===== config.mk =====
export PLATFORM = sky130hd
export DESIGN_NAME = nr_recip_unit
export DESIGN_NICKNAME = d
export VERILOG_FILES = /design/src/rtl/nr_recip_unit.sv
export SDC_FILE = /design/constraint.sdc
export NUM_CORES = 1
export LEC_CHECK = 0
export BUFFER_PORTS_ARGS = -buffer_cell sky130_fd_sc_hd__buf_2
export CAP_MARGIN = 20
export CORE_MARGIN = 3
export CORE_UTILIZATION = 45
export DETAILED_ROUTE_END_ITERATION = 10
export PLACE_DENSITY_LB_ADDON = 0.15
export REMOVE_ABC_BUFFERS = 1
export SETUP_SLACK_MARGIN = 0.2
export SLEW_MARGIN = 20
export SYNTH_ARGS = -nofsm -noshare
export SYNTH_HDL_FRONTEND = slang
export SYNTH_SLANG_ARGS = --single-unit

===== constraint.sdc =====
create_clock -name clk -period 17.65 [get_ports clk]
set_clock_uncertainty 0.05 [all_clocks]
set_input_delay 3.53 -clock clk [delete_from_list [all_inputs] [get_ports clk]]
set_output_delay 3.53 -clock clk [all_outputs]
set_load 0.02 [all_outputs]

===== src/rtl/nr_recip_unit.sv =====
// Streaming Newton-Raphson reciprocal: normalise by leading one, linear seed, NR on one
// shared multiplier, saturating denormalise, then replay the result a programmable number of beats.
`timescale 1ns/1ps
module nr_recip_unit #(
    parameter int DWIDTH     = 16,
    parameter int FRAC_BIT   = 11,
    parameter int ITERATIONS = 3,
    parameter int CNT_BIT    = 16
) (
    input  logic               clk,
    input  logic               arst_n,
    input  logic               i_flush,
    input  logic               i_valid,
    output logic               o_ready,
    input  logic [DWIDTH-1:0]  i_data,
    input  logic [CNT_BIT-1:0] i_repeat,
    output logic               o_valid,
    input  logic               i_ready,
    output logic [DWIDTH-1:0]  o_data,
    output logic               o_last,
    output logic               o_div_zero,
    output logic               o_sat
);
    localparam int PW    = $clog2(DWIDTH);
    localparam int EW    = PW + 1;
    localparam int ITW   = (ITERATIONS > 1) ? $clog2(ITERATIONS) : 1;
    localparam int PWIDE = 2 * DWIDTH;
    // Seed y0 = 48/17 - 32/17*m, constants rounded to nearest in Q.FRAC_BIT
    localparam logic signed [DWIDTH-1:0] C1  = DWIDTH'((32'sd96 * (32'sd1 <<< FRAC_BIT) + 32'sd17) / 32'sd34);
    localparam logic signed [DWIDTH-1:0] C2  = DWIDTH'((32'sd64 * (32'sd1 <<< FRAC_BIT) + 32'sd17) / 32'sd34);
    localparam logic signed [DWIDTH-1:0] TWO = DWIDTH'(32'sd2 <<< FRAC_BIT);
    localparam logic [DWIDTH-1:0] MAXV = {1'b0, {(DWIDTH-1){1'b1}}};
    localparam logic [DWIDTH-1:0] MINV = {1'b1, {(DWIDTH-1){1'b0}}};
    localparam logic signed [PWIDE-1:0] MAX_WIDE = {{(DWIDTH+1){1'b0}}, {(DWIDTH-1){1'b1}}};

    typedef enum logic [2:0] {
        S_IDLE  = 3'd0,
        S_NORM  = 3'd1,
        S_MUL1  = 3'd2,
        S_MUL2  = 3'd3,
        S_SCALE = 3'd4,
        S_OUT   = 3'd5
    } state_e;

    state_e                    state_q, state_d;
    logic [DWIDTH-1:0]         x_q, x_d;
    logic [CNT_BIT-1:0]        cnt_q, cnt_d;
    logic [ITW-1:0]            it_q, it_d;
    logic                      sgn_q, sgn_d, zero_q, zero_d;
    logic signed [EW-1:0]      e_q, e_d;
    logic signed [DWIDTH-1:0]  m_q, m_d, y_q, y_d, t_q, t_d;
    logic                      o_ready_q, o_ready_d, o_valid_q, o_valid_d, o_last_q, o_last_d;
    logic                      o_div_zero_q, o_div_zero_d, o_sat_q, o_sat_d;
    logic [DWIDTH-1:0]         o_data_q, o_data_d;

    logic [DWIDTH-1:0]         abs_s, m_s, mag_s, res_s;
    logic [PW-1:0]             lead_s;
    logic signed [EW-1:0]      e_s, neg_e_s;
    logic signed [DWIDTH-1:0]  mul_a_s, mul_b_s, mul_res_s;
    logic signed [PWIDE-1:0]   prod_s, y_wide_s, scaled_s;
    logic                      sat_s;

    // Operand normalisation: magnitude, leading-one index, mantissa in [0.5,1)
    always_comb begin
        if (x_q[DWIDTH-1]) begin
            abs_s = (x_q == MINV) ? MAXV : (~x_q + {{(DWIDTH-1){1'b0}}, 1'b1});
        end else begin
            abs_s = x_q;
        end
        lead_s = '0;
        for (int i = 0; i < DWIDTH; i++) begin
            lead_s = abs_s[i] ? PW'(i) : lead_s;
        end
        if (lead_s >= PW'(FRAC_BIT - 1)) begin
            m_s = abs_s >> (lead_s - PW'(FRAC_BIT - 1));
        end else begin
            m_s = abs_s << (PW'(FRAC_BIT - 1) - lead_s);
        end
        e_s = EW'(lead_s) - EW'(FRAC_BIT - 1);
    end

    // Shared signed multiplier operand selection
    always_comb begin
        mul_a_s = '0;
        mul_b_s = '0;
        case (state_q)
            S_NORM:  begin mul_a_s = m_s; mul_b_s = C2;         end
            S_MUL1:  begin mul_a_s = m_q; mul_b_s = y_q;        end
            S_MUL2:  begin mul_a_s = y_q; mul_b_s = TWO - t_q;  end
            default: begin mul_a_s = '0;  mul_b_s = '0;         end
        endcase
    end

    assign prod_s    = mul_a_s * mul_b_s;
    assign mul_res_s = DWIDTH'(prod_s >>> FRAC_BIT);

    // Denormalise the converged estimate, saturate, restore sign
    always_comb begin
        y_wide_s = PWIDE'(y_q);
        neg_e_s  = -e_q;
        if (!e_q[EW-1] && (e_q != '0)) begin
            scaled_s = y_wide_s >>> $unsigned(e_q);
        end else begin
            scaled_s = y_wide_s <<< $unsigned(neg_e_s);
        end
        if (scaled_s > MAX_WIDE) begin
            mag_s = MAXV;
            sat_s = 1'b1;
        end else begin
            mag_s = scaled_s[DWIDTH-1:0];
            sat_s = 1'b0;
        end
        res_s = sgn_q ? (~mag_s + {{(DWIDTH-1){1'b0}}, 1'b1}) : mag_s;
    end

    // Next-state and registered-output logic
    always_comb begin
        state_d      = state_q;
        x_d          = x_q;
        cnt_d        = cnt_q;
        it_d         = it_q;
        sgn_d        = sgn_q;
        zero_d       = zero_q;
        e_d          = e_q;
        m_d          = m_q;
        y_d          = y_q;
        t_d          = t_q;
        o_ready_d    = o_ready_q;
        o_valid_d    = o_valid_q;
        o_last_d     = o_last_q;
        o_div_zero_d = o_div_zero_q;
        o_sat_d      = o_sat_q;
        o_data_d     = o_data_q;
        if (i_flush) begin
            state_d   = S_IDLE;
            o_ready_d = 1'b1;
            o_valid_d = 1'b0;
            o_last_d  = 1'b0;
        end else begin
            case (state_q)
                S_IDLE: begin
                    if (i_valid && o_ready_q) begin
                        x_d       = i_data;
                        cnt_d     = (i_repeat == '0) ? CNT_BIT'(1) : i_repeat;
                        state_d   = S_NORM;
                        o_ready_d = 1'b0;
                    end else begin
                        o_ready_d = 1'b1;
                    end
                end
                S_NORM: begin
                    sgn_d   = x_q[DWIDTH-1];
                    zero_d  = (x_q == '0);
                    e_d     = e_s;
                    m_d     = m_s;
                    y_d     = C1 - mul_res_s;
                    it_d    = '0;
                    state_d = S_MUL1;
                end
                S_MUL1: begin
                    t_d     = mul_res_s;
                    state_d = S_MUL2;
                end
                S_MUL2: begin
                    y_d = mul_res_s;
                    if (it_q == ITW'(ITERATIONS - 1)) begin
                        state_d = S_SCALE;
                    end else begin
                        it_d    = it_q + ITW'(1);
                        state_d = S_MUL1;
                    end
                end
                S_SCALE: begin
                    o_valid_d    = 1'b1;
                    o_last_d     = (cnt_q == CNT_BIT'(1));
                    o_div_zero_d = zero_q;
                    o_sat_d      = !zero_q && sat_s;
                    o_data_d     = zero_q ? MAXV : res_s;
                    state_d      = S_OUT;
                end
                S_OUT: begin
                    if (i_ready) begin
                        if (cnt_q == CNT_BIT'(1)) begin
                            o_valid_d = 1'b0;
                            o_last_d  = 1'b0;
                            o_ready_d = 1'b1;
                            state_d   = S_IDLE;
                        end else begin
                            cnt_d    = cnt_q - CNT_BIT'(1);
                            o_last_d = (cnt_q == CNT_BIT'(2));
                        end
                    end else begin
                        state_d = S_OUT;
                    end
                end
                default: begin
                    state_d   = S_IDLE;
                    o_valid_d = 1'b0;
                    o_last_d  = 1'b0;
                end
            endcase
        end
    end

    // State and output registers
    always_ff @(posedge clk or negedge arst_n) begin
        if (!arst_n) begin
            state_q      <= S_IDLE;
            x_q          <= '0;
            cnt_q        <= '0;
            it_q         <= '0;
            sgn_q        <= 1'b0;
            zero_q       <= 1'b0;
            e_q          <= '0;
            m_q          <= '0;
            y_q          <= '0;
            t_q          <= '0;
            o_ready_q    <= 1'b0;
            o_valid_q    <= 1'b0;
            o_last_q     <= 1'b0;
            o_div_zero_q <= 1'b0;
            o_sat_q      <= 1'b0;
            o_data_q     <= '0;
        end else begin
            state_q      <= state_d;
            x_q          <= x_d;
            cnt_q        <= cnt_d;
            it_q         <= it_d;
            sgn_q        <= sgn_d;
            zero_q       <= zero_d;
            e_q          <= e_d;
            m_q          <= m_d;
            y_q          <= y_d;
            t_q          <= t_d;
            o_ready_q    <= o_ready_d;
            o_valid_q    <= o_valid_d;
            o_last_q     <= o_last_d;
            o_div_zero_q <= o_div_zero_d;
            o_sat_q      <= o_sat_d;
            o_data_q     <= o_data_d;
        end
    end

    assign o_ready    = o_ready_q;
    assign o_valid    = o_valid_q;
    assign o_last     = o_last_q;
    assign o_div_zero = o_div_zero_q;
    assign o_sat      = o_sat_q;
    assign o_data     = o_data_q;
endmodule


After elaboration in Yosys (flattened, before gate mapping) --
Cells that the tools add are included.
Word-level totals: register bits after elaboration 113
Cells by class: multipliers 1, shift operators 4, eq/ne operators 18, bitwise logic cells 3, magnitude comparators 2, multiplexer cells 52, reductions and logical operators 24, add/subtract/negate cells 10
Operator list (number):
- $mux W16 | 10
- $pmux W16 S3 | 2
- $pmux W16 S2 | 2
- $add A16 B1 Y16 const B | 2
- $gt A32 B16 Y1 const B | 1
- $logic_not A16 Y1 | 2
- $mux W32 | 1
- $mux W4 | 8
- $not A16 Y16 | 2
- $sshl A16 B5 Y32 | 1
- $sshr A16 B5 Y32 | 1
- $sub A14 B16 Y16 const A | 2
- $mul A16 B16 Y27 | 1
- $mux W3 | 9
- $pmux W3 S6 | 1
- $eq A16 B1 Y1 const B | 1
- $eq A16 B16 Y1 const B | 1
- $eq A16 B2 Y1 const B | 1
- $shl A16 B4 Y16 | 1
- $shr A16 B4 Y16 | 1
- $sub A16 B1 Y16 const B | 1
- $mux W1 | 12
- $reduce_and A2 Y1 | 6
- $reduce_and A3 Y1 | 4
- 27 further kinds | 41

Depth between registers and ports, before layout --
word-level depth 26, depth in mapped cells 53, mapped depth without buffers 48

Worst setup path after synthesis --
Ideal clock, no wire load.
path kind register to register, from register x_q[1], to register y_q[15], period minus slack after synthesis 10.965 ns, slack 6.685 ns, data required time 17.469 ns, data arrival time 10.783 ns, stages on the path, launching flop included 44, library setup time 0.131 ns, buffers on the path 6, cells stage by stage dfrtp_1 -> inv_1 -> ha_1 -> or3b_2 -> buf_2 -> o41a_1 -> a221oi_1 -> o31a_2 -> nor2_4 -> buf_1 -> ha_1 -> clkbuf_1 -> clkbuf_1 -> o31a_1 -> a21oi_1 -> o22a_1 -> o22ai_1 -> and2_1 -> [... 8 more ...] -> fa_1 -> fa_1 -> inv_1 -> fa_1 -> inv_1 -> ha_1 -> clkbuf_1 -> a21o_1 -> a21o_1 -> a21o_1 -> or2_2 -> a2111oi_4 -> a311oi_2 -> or3b_1 -> a31oi_2 -> o32ai_1 -> xnor2_1 -> o21ai_1
Between the ends: longest elaborated chain between the ends 26
RTL lines:
- start, declared | RTL line 46 | logic [DWIDTH-1:0] x_q, x_d;
- start signal, assigned | RTL line 209 | x_q <= '0;
- start signal, assigned | RTL line 226 | x_q <= x_d;
- $not A16 Y16 | RTL line 66 | abs_s = (x_q == MINV) ? MAXV : (~x_q + {{(DWIDTH-1){1'b0}}, 1'b1});
- $add A16 B1 Y16 | RTL line 66
- $mux W16 | RTL line 66
- $mux W16 * | RTL line 65 | if (x_q[DWIDTH-1]) begin
- $mux W1 | RTL line 72 | lead_s = abs_s[i] ? PW'(i) : lead_s;
- $mux W2 (2 in a row) | RTL line 72
- $mux W3 (4 in a row) | RTL line 72
- $mux W4 (8 in a row) | RTL line 72
- $sub A4 B4 Y4, on equally long branches | RTL line 77, 75
- $shl A16 B4 Y16 or $shr A16 B4 Y16 (tied branches) | RTL line 77, 75
- $mux W16 * | RTL line 74 | if (lead_s >= PW'(FRAC_BIT - 1)) begin
- $pmux W16 S3 * | RTL line 86 | case (state_q)
- $mul A16 B16 Y27 * | RTL line 94 | assign prod_s = mul_a_s * mul_b_s;
- $sub A14 B16 Y16 | RTL line 156 | y_d = C1 - mul_res_s;
- $pmux W16 S2 * | RTL line 140 | case (state_q)
- end signal, assigned | RTL line 233 | y_q <= y_d;
- end, declared | RTL line 51 | logic signed [DWIDTH-1:0] m_q, m_d, y_q, y_d, t_q, t_d;
Mark *: on every way between the ends. The rest lies on a longest branch, timed or not. A chain may end at the register's enable or synchronous reset.

Final worst setup path --
from register x_q[1], to register y_q[14]
The elaborated chain is that of the path after synthesis.

==> impl_results.md <==
- Outcome: completed
- Synth area leaders: fa_1, dfrtp_1, nand2_1, inv_1, ha_1
- Clock transition at path regs: 70 ps
- Post-CTS sizing: 0
- Post-synth EDFFs: 0
- Final Instance Area: about 0.020 mm^2
- CTS sink count: 113
- Crit. End Element: flip-flop
- Bufs and invs on worst path: 6
- Gr ovfl total: 0
- Routed wire per std cell: approximately 20 um
- Number of synthesized register bits: 113
- Starting Density: 45.9%
- CP Class: reg2reg
- Via Count: roughly 17000
- Peak supply drop: 0.000136 V
- H-tree depth: 4
- Achievable Freq: 77.0 MHz
- Initial DRC Count: 1611
- Post-synth top flop: dfrtp_1
- Cell count after synthesis: ~2400
- Post-DP HPWL: 45600 um
- Routed Antenna Nets: 0
- CP max stage delay: between 700 and 800 ps
- Nets@finish: 2708
- Final Hold Fails: 0
- First-pass GRT wire length: 94200 um
- Total power: between 0.003 and 0.004 W
- RSZ-0062 raised after global routing: no
- Via density: 5.75
- Hold path cells: 1
- Count of final max-slew check failures: 0
- Max_slew headroom: 22.8%
- Top cell type's share of synthesized area: 23.1%
- CP Launch Type: flip-flop
- GRT Total Usage: 26.8%
- Ys async rst share: between 90% and 100%
- Pwr dens: 190 mW/mm^2
- Initial antenna violation count: 0
- Vias in the first global route: approximately 17000
- Final wirelength: 58700 um
- P_leak: 9.22 nW
- Yosys warns: 0
- Drt pass-1 iters: 9
- Post-synthesis cell area: 0.0189 mm^2
- Core area: 0.0412 mm^2
- Die X-Extent: between 200 and 250 um
- Largest net degree at the start of global routing: between 70 and 80
- Synth-to-layout area growth: 6.67%
- Num rows: 74
- Syn avg cell area: ~7.9 um^2
- Layout cell share with drive strength beyond 1: 9.05%
- Yosys cell types: 102
- Non-Filler Instances: about 2900
- Residual DRC: 0
- Max-Cap Viols: 0
- Least-Margin Pin Slew: 1150 ps
- CP max stage cell: a31oi_2
- HP Class: reg2reg
- Hold slack: 422 ps
- Largest area contributor in the netlist: fa_1
- TritonCTS buffer count: 17
- Final Setup Violations: 0
- FF-to-FF path depth: 38
- Post-CTS Hold Buffers: 0
- CTS tree: done
- # placed instances: between 2000 and 3000
- Final worst-path cycle share: 73.6%
- Min Clock Period, post-route: 12990 ps
- Clk_lat worst skew: 440 ps
- Clock Path Buffers: 2
- Placed cell areas: around 0.020 mm^2
- WP data arrival: 13280 ps
- Highest fanout seen on the critical path: 20
- Root Buffer: clkbuf_16
- Port Buffers: 57
- Filler cells: 4041
- RePlAce Congestion: around 0.93
- DIE AREA: 0.0445 mm^2
- Die height: 211 um
- Register area share after synthesis: 14.9%
- Setup total negative slack: 0 ps
- Stages on worst setup path: 38
- Top cell family by delay on the critical path: adder cells
- # Post-CTS Setup Buffers: 0
- CP Data Required Time: 17940 ps
- IO Pins: 58
## layout by cell type (no fill, tap or decap), types with 9 or more instances in the layout
master     netlist  routed
or2_2           15      15
xor2_1          28      28
nor3_1          40      40
dfrtp_1        113     112
nand2b_1        23      23
nand2_1        351     351
o21ai_0        143     143
or3_1           11      11
xnor2_1         58      58
a21oi_1        120     119
nand3_1         28      28
buf_2            9      56
buf_4            0      25
mux2_2          40      40
o21a_1           9       9
and3_1          11      11
and2_1          18      18
a31oi_1         23      23
mux2i_1         47      47
a211oi_1        14      14
clkbuf_16        0      17
o311ai_0         9       9
o31ai_1         18      18
o211ai_1        15      15
fa_1           218     218
mux4_2           9       9
nor4_1          17      17
a22oi_1         16      16
nor2b_1         21      21
nor2_1         265     264
inv_1          329     329
nand4_1          9       9
o22ai_1         15      15
a21o_1          18      18
o21ai_1          9       9
ha_1            89      89
## state kept, by name, indices dropped and copies added (netlist names), 2 cells and up
name / cells
t_q: 16
cnt_q: 16
y_q: 16
x_q: 16
o_data: 16
it_q: 2
m_q: 16
state_q: 3
e_q: 5
## per-stage QoR
| step | util [%] | setup slack (ps) |
|---|---|---|
| final | 49.0 | 4660 |
| after global routing | 49.0 | 3780 |
| after CTS | 48.9 | 4830 |
| after detailed placement | 47.5 | 4860 |
| after global placement | 47.5 | 5120 |
| after floorplan | - | 6740 |
## layer usage
layer / vias to the layer above / global-route usage [%] / wire length, um
met5: - / 0 / 0
met4: 0 / 5.17 / 952
met3: 72 / 5.66 / 4470
met2: 593 / 41.7 / 26200
met1: 8225 / 39.1 / 27000
li1: 7853 / - / -
## layout make-up
class / count / area [um^2] / share of cell area [%]
Antenna cell: 1 / 2.50 / 0.0124
Inverter: 332 / 1250 / 6.18
Clock inverter: 15 / 173 / 0.856
Multi-Input combinational cell: 1818 / 14400 / 71.2
Tap cell: 532 / 666 / 3.30
Timing Repair Buffer: 82 / 479 / 2.37
Clock buffer: 17 / 425 / 2.11
Sequential cell: 113 / 2830 / 14.0
## path summary, 6_finish.rpt
path | startpoint | to | slack [ps]
setup / recovery | x_q[1] | y_q[14] | 4660
hold / removal | it_q[0] | it_q[0] | 420
setup reg to reg | x_q[1] | y_q[14] | 4660
hold reg to reg | it_q[0] | it_q[0] | 420
max in group asynchronous | arst_n | state_q[0] | 13410
min in group asynchronous | arst_n | o_data[6] | 3000
## report_power, final
part	internal, W	switching, W
sequential	0.000349	0.000160
combinational	0.00106	0.00191
clock	0.000212	0.000148
## cell usage after synthesis (11+ instances only)
cell,n
nand2_1,351
inv_1,329
nor2_1,265
fa_1,218
o21ai_0,143
a21oi_1,120
dfrtp_1,113
clkbuf_1,99
ha_1,89
xnor2_1,58
mux2i_1,47
mux2_2,40
nor3_1,40
nand3_1,28
xor2_1,28
a31oi_1,23
nand2b_1,23
nor2b_1,21
a21o_1,18
and2_1,18
o31ai_1,18
nor4_1,17
a22oi_1,16
o211ai_1,15
o22ai_1,15
or2_2,15
a211oi_1,14
and3_1,11
or3_1,11
## kinds of logic after synthesis
family                   count (synthesis)  share of synthesized area, %
multiplexers                            97                          6.02
flip-flops                             113                          14.9
AND/OR/NAND/NOR                        837                          19.5
buffers and inverters                  456                          9.31
adder cells (fa/ha/maj)                307                          29.0
XOR/XNOR                                89                          4.27
AO/OA/AOI/OAI                          488                          17.0
## worst reg2reg max path, delay by kind of cell (launching register included)
family | cells | cell delay [ps]
compound gates | 11 | 3290
xor+xnor | 2 | 700
fa+ha+maj | 10 | 4300
buf+inv | 6 | 730
flops | 1 | 410
simple gates | 9 | 3450
Note: power is estimated with default switching activity, not from simulation.
